**src/rtl/rf_wb_arbiter.sv**
```systemverilog
// Round-robin write-back arbiter for the register file's single write port.
// Two producers (A = EX result, B = MEM load) feed a one-entry output stage.
//
// Ports:
//   clk, rst          : clock, async active-high reset
//   a_valid/a_reg/a_data, a_ready : requester A handshake and payload
//   b_valid/b_reg/b_data, b_ready : requester B handshake and payload
//   wb_hold           : freeze; nothing accepted, no write issued
//   DstReg/WriteReg/DstData : register-file write port
//   busy              : one-hot pending write held in the output stage
//   conflict_cnt      : saturating count of accepts with both valid
module rf_wb_arbiter #(
  parameter int DATA_W = 16,
  parameter int REG_N  = 16,
  parameter int CNT_W  = 16,
  localparam int REG_W = $clog2(REG_N)
) (
  input  logic              clk,
  input  logic              rst,
  input  logic              a_valid,
  input  logic [REG_W-1:0]  a_reg,
  input  logic [DATA_W-1:0] a_data,
  output logic              a_ready,
  input  logic              b_valid,
  input  logic [REG_W-1:0]  b_reg,
  input  logic [DATA_W-1:0] b_data,
  output logic              b_ready,
  input  logic              wb_hold,
  output logic [REG_W-1:0]  DstReg,
  output logic              WriteReg,
  output logic [DATA_W-1:0] DstData,
  output logic [REG_N-1:0]  busy,
  output logic [CNT_W-1:0]  conflict_cnt
);

  logic              occ_q, occ_d;
  logic [REG_W-1:0]  reg_q, reg_d;
  logic [DATA_W-1:0] data_q, data_d;
  // last grant: 0 = A, 1 = B
  logic              lg_q, lg_d;
  logic [CNT_W-1:0]  cnt_q, cnt_d;

  logic accept_ok;
  logic both;
  logic grant_a;
  logic grant_b;

  // The register file never stalls, so the stage drains in any
  // non-held cycle and may be refilled at the same edge.
  always_comb begin
    accept_ok = !wb_hold && !rst;
    both      = a_valid && b_valid;
    grant_a   = accept_ok && a_valid && (!b_valid || lg_q);
    grant_b   = accept_ok && b_valid && (!a_valid || !lg_q);
  end

  always_comb begin
    occ_d  = occ_q;
    reg_d  = reg_q;
    data_d = data_q;
    lg_d   = lg_q;
    cnt_d  = cnt_q;
    if (!wb_hold) begin
      occ_d = grant_a || grant_b;
      if (grant_a) begin
        reg_d  = a_reg;
        data_d = a_data;
        lg_d   = 1'b0;
      end else if (grant_b) begin
        reg_d  = b_reg;
        data_d = b_data;
        lg_d   = 1'b1;
      end
      if (both && (cnt_q != {CNT_W{1'b1}})) begin
        cnt_d = cnt_q + CNT_W'(1);
      end
    end
  end

  always_ff @(posedge clk or posedge rst) begin
    if (rst) begin
      occ_q  <= 1'b0;
      reg_q  <= '0;
      data_q <= '0;
      lg_q   <= 1'b1;
      cnt_q  <= '0;
    end else begin
      occ_q  <= occ_d;
      reg_q  <= reg_d;
      data_q <= data_d;
      lg_q   <= lg_d;
      cnt_q  <= cnt_d;
    end
  end

  always_comb begin
    a_ready      = grant_a;
    b_ready      = grant_b;
    WriteReg     = occ_q && !wb_hold;
    DstReg       = reg_q;
    DstData      = data_q;
    conflict_cnt = cnt_q;
    busy         = '0;
    if (occ_q) begin
      busy[reg_q] = 1'b1;
    end
  end

endmodule

```
**config.mk**
```make
export PLATFORM = sky130hd
export DESIGN_NAME = rf_wb_arbiter
export DESIGN_NICKNAME = d
export VERILOG_FILES = /design/src/rtl/rf_wb_arbiter.sv
export SDC_FILE = /design/constraint.sdc
export NUM_CORES = 1
export LEC_CHECK = 0
export CAP_MARGIN = 10
export CELL_PAD_IN_SITES_DETAIL_PLACEMENT = 1
export CELL_PAD_IN_SITES_GLOBAL_PLACEMENT = 2
export CORE_ASPECT_RATIO = 1.75
export CORE_MARGIN = 5
export CORE_UTILIZATION = 25
export DETAILED_ROUTE_END_ITERATION = 12
export GPL_ROUTABILITY_DRIVEN = 0
export PLACE_DENSITY = 0.9
export SLEW_MARGIN = 20
export SYNTH_ARGS = -nofsm -noshare
export SYNTH_HDL_FRONTEND = slang
export SYNTH_SLANG_ARGS = --single-unit
```
**constraint.sdc**
```tcl
create_clock -name clk -period 5.31 [get_ports clk]
set_input_delay 1.593 -clock clk [delete_from_list [all_inputs] [get_ports clk]]
set_output_delay 1.593 -clock clk [all_outputs]
set_load 0.02 [all_outputs]
```
=== Word-level counts from Yosys, hierarchy flattened ===
Cells that the tools add are included.

* Bits in registers: 38
* Input bits: 45
* Output and inout port bits: 55
* Logic and storage cells: 39

* $add $sub $neg: 1
* Magnitude comparators: 2
* Equal/unequal tests: 1
* Mux-type cells: 9
* Bitwise gates (word level): 1
* Reduce and logical (&&, ||, !) cells: 20

{| class="wikitable"
|+ Operators by type and width
! operator !! count
|-
| $mux W16 || 3
|-
| $add A16 B1 Y16 const B || 1
|-
| $ne A16 B16 Y1 const B || 1
|-
| $logic_and A1 B1 Y1 || 9
|-
| $mux W4 || 2
|-
| $logic_not A1 Y1 || 5
|-
| $lt A4 B5 Y1 const B || 1
|-
| $demux W1 S4 || 1
|-
| $ge A4 B1 Y1 const B || 1
|-
| $reduce_and A2 Y1 || 2
|-
| $logic_or A1 B1 Y1 || 3
|-
| $mux W1 || 3
|-
| $reduce_bool A2 Y1 || 1
|-
| $not A1 Y1 || 1
|}

=== Longest topological paths before layout ===
* Word-level depth: 6
* Depth in mapped cells: 5

=== Worst setup path before layout ===
OpenSTA, ideal clock, no wires.

* Path kind: input to output
* Start point: input wb_hold
* End point: output a_ready
* Arrival time: 2.422 ns
* Setup slack: 1.295 ns
* Cell stages on the path: 2
* Path buffers: 1
* Cell sequence: a2111oi_4 clkbuf_1

* Cells in the longest elaborated chain, start to end: 4

{| class="wikitable"
|+ Ends and longest elaborated chain
! what !! RTL line !! RTL
|-
| start, declared || 28 || <nowiki>input logic wb_hold,</nowiki>
|-
| $logic_not A1 Y1 || 51 || <nowiki>accept_ok = !wb_hold && !rst;</nowiki>
|-
| $logic_and A1 B1 Y1 || 51 ||
|-
| $logic_and A1 B1 Y1 (2 in series) || 53 || <nowiki>grant_a = accept_ok && a_valid && (!b_valid || lg_q);</nowiki>
|-
| end, declared || 23 || <nowiki>output logic a_ready,</nowiki>
|}

No other way between the ends.

=== Worst setup path in the final report ===
Ends and elaborated chain as after synthesis.

==> out/results.ini <==
[placed_design]
postPlaceCellArea_um2=3120
port-buffer-count=99
dp_slack_ps=449
dp_hpwl_um=5250

[global_route]
grt_pass1_wl_um=10300
grt_overflow=0
grt_max_degree=43
antenna_found_initial=0
grt_usage_pct=12.9
grt_pass1_vias=2074

[synthesis]
synth.distinct_cells=38
ys.flop_type=dfrtp_1
synth-edff-count=0
synth_area_um2=2030
async_reset_ff_share_pct=100
syn-instance-count=204
yosysWarnings=0
syn-mean-instance-area_um2=9.95
synth_seq_cells=38
ys_seq_area_share_pct=46.9
synth_nets=250

[sta]
worstMarginPinSlew_ps=945
fin_worst_skew_ps=4.88
tns_ps=0
slew_headroom_pct=36.6
finalCritPeriodShare_pct=91.1
grt_setup_unrepaired=false
min_period_ps=4840
fmax_mhz=207
drv_slew=0
setup_ws_ps=472
finalSetupViolations=0
hold_viol_final=0

[pwr]
p_leak_nw=1.40
ir_drop_mv=0.173
power_density_nw_per_um2=329

[min_path]
hp-start=conflict_cnt[7]
hold_class=reg2reg
min_to=conflict_cnt[7]
holdPathStages=1

[die]
die_w_um=78.1
start_util_pct=25.7
io_pins=100
rows=43
die-area_um2=10100
core_area_um2=7910
die_h_um=129

[setup_path]
cp.depth=3
path_cells=clkdlybuf4s50_1 -> a2111oi_4 -> clkdlybuf4s50_1
cp_top_family=buffers and inverters
rr_worst_depth=5
critPathLaunchType=primary input
cp.required_ps=3720
crit_path_max_fanout=7
path_class=in2out
endpoint_kind=primary output
reg2reg_to=conflict_cnt[1]
timing.rr.start=conflict_cnt[0]
cp_data_arrival_time_ps=3250
critPathMaxStageDelay_ps=690
r2r_setup_slack_ps=3400
critPathBufInv=2
path_common_cell=clkdlybuf4s50_1
cp_slowest_cell=clkdlybuf4s50_1

[routing]
routed_wirelength_um=6500
vias=1926
drc_errors=0
drt_iter0_markers=40
wl_per_cell_um=16.4
drt-vias-per-instance=4.85
dr.pass1.iters=4
ant_nets=0

[clock_network]
cts_resized=0
root_buffer=clkbuf_16
cts_sinks=38
cts_setup_buffers=0
cts_tree=built
cts_buffer_depth=2
cts-buffers-inserted=5
clk_pin_slew_ps=50
clk_latency_ps=280
hold_buffers=0
cts.htree.levels=2

[finish]
antennaDiodeCount=0
nNetsFinal=352
drive_above_1_share_pct=8.47
area_growth_pct=61.0
finalInstanceArea_um2=3270

[outcome]
status=finished, final reports clean

[flow_run]
max_cap_violations=0

-- flip-flops by register name (all words and copies together), names as in the netlist --
register      flops
DstData          16
conflict_cnt     16
DstReg            4
lg_q              1
occ_q             1
-- layout by cell type, fill, tap and decap left out, types with 2 or more instances in the layout --
cell,instances
nor4_2,5
nand2b_1,3
inv_1,4
nor2_1,15
nor3_1,8
nand2_1,33
a21oi_1,6
xor2_1,5
nand3b_1,3
nand3_1,5
mux2i_1,20
or3_1,2
o21ai_0,24
buf_4,3
mux2_1,6
nand3_2,2
clkbuf_16,5
clkdlybuf4s50_1,99
dfrtp_1,37
-- stage by stage --
stage / util (%) / hold slack (ps) / instances / total power [mW]
after global routing: 41.3 / 570 / 397 / 1.14
final: 41.3 / 528 / 397 / 1.08
after detailed placement: 39.4 / 525 / 389 / 0.785
after global placement: 39.4 / 514 / 389 / 0.774
after CTS: 41.3 / 534 / 397 / 1.10
after floorplan: - / 534 / 204 / 0.577
-- synth_stat cells (2+ instances only) --
library cell   n  share of area (%)
a21oi_1        6                1.5
clkbuf_1       4               0.74
dfrtp_1       37                 46
inv_1          5               0.92
mux2_1         6                3.3
mux2i_1       20                9.9
nand2_1       33                6.1
nand2b_1       3               0.92
nand3_1        5                1.2
nand3_2        2               0.99
nand3b_1       3                1.1
nor2_1        15                2.8
nor3_1         8                2.0
nor4_2         5                3.1
o21ai_0       24                5.9
or3_1          2               0.62
xor2_1         5                2.2
-- kinds of logic after synthesis --
group                      count (synthesis)  share of synthesized area (%)
muxes                                     27                           13.7
adders and majority gates                  1                          0.616
AOI/OAI and AO/OA                         35                           10.4
xor gates and xnor gates                   5                           2.16
DFF                                       38                           46.9
buffers and inverters                     12                           2.83
and+or+nand+nor                           86                           23.4
-- routing by layer --
layer / up-vias / global-route usage, % / share of wire (%) / wire, µm
met4: 0 / 4.18 / 1.4 / 88
li1: 924 / - / - / -
met5: - / 0 / 0 / 0
met3: 9 / 4.38 / 7.8 / 504
met1: 935 / 11.0 / 32 / 2050
met2: 58 / 26.5 / 59 / 3850
-- worst reg2reg max path: stages (launching register included) --
cell	delay, ps
dfrtp_1	440
ha_1	240
nand2_1	140
nor3_4	440
a21oi_1	190
mux2_1	340
-- how the worst max path moves through the flow --
stage          startpoint  endpoint  slack [ps]
2_1_floorplan     wb_hold   a_ready        1300
3_3_place_gp      wb_hold   a_ready         430
3_5_place_dp      wb_hold   a_ready         450
4_1_cts           wb_hold   a_ready         440
5_1_grt           wb_hold   a_ready         360
6_report          wb_hold   a_ready         470
-- where the power goes --
group / leakage (nW) / total, mW / switching [mW] / internal [mW]
registers: 0.474 / 0.412 / 0.0629 / 0.349
clock network: 0.0729 / 0.305 / 0.119 / 0.186
logic: 0.857 / 0.360 / 0.179 / 0.181
total: 1.40 / 1.08 / 0.361 / 0.716
-- area by class of cell --
class,instances,area [µm²]
Tap cell,90,113
Clock inverter,2,12.5
Fill cell,877,4640
Timing Repair Buffer,102,1010
Clock buffer,6,139
Inverter,5,18.8
Sequential cell,38,952
Multi-Input combinational cell,154,1020
No activity file was read; power rests on OpenSTA's default activity.
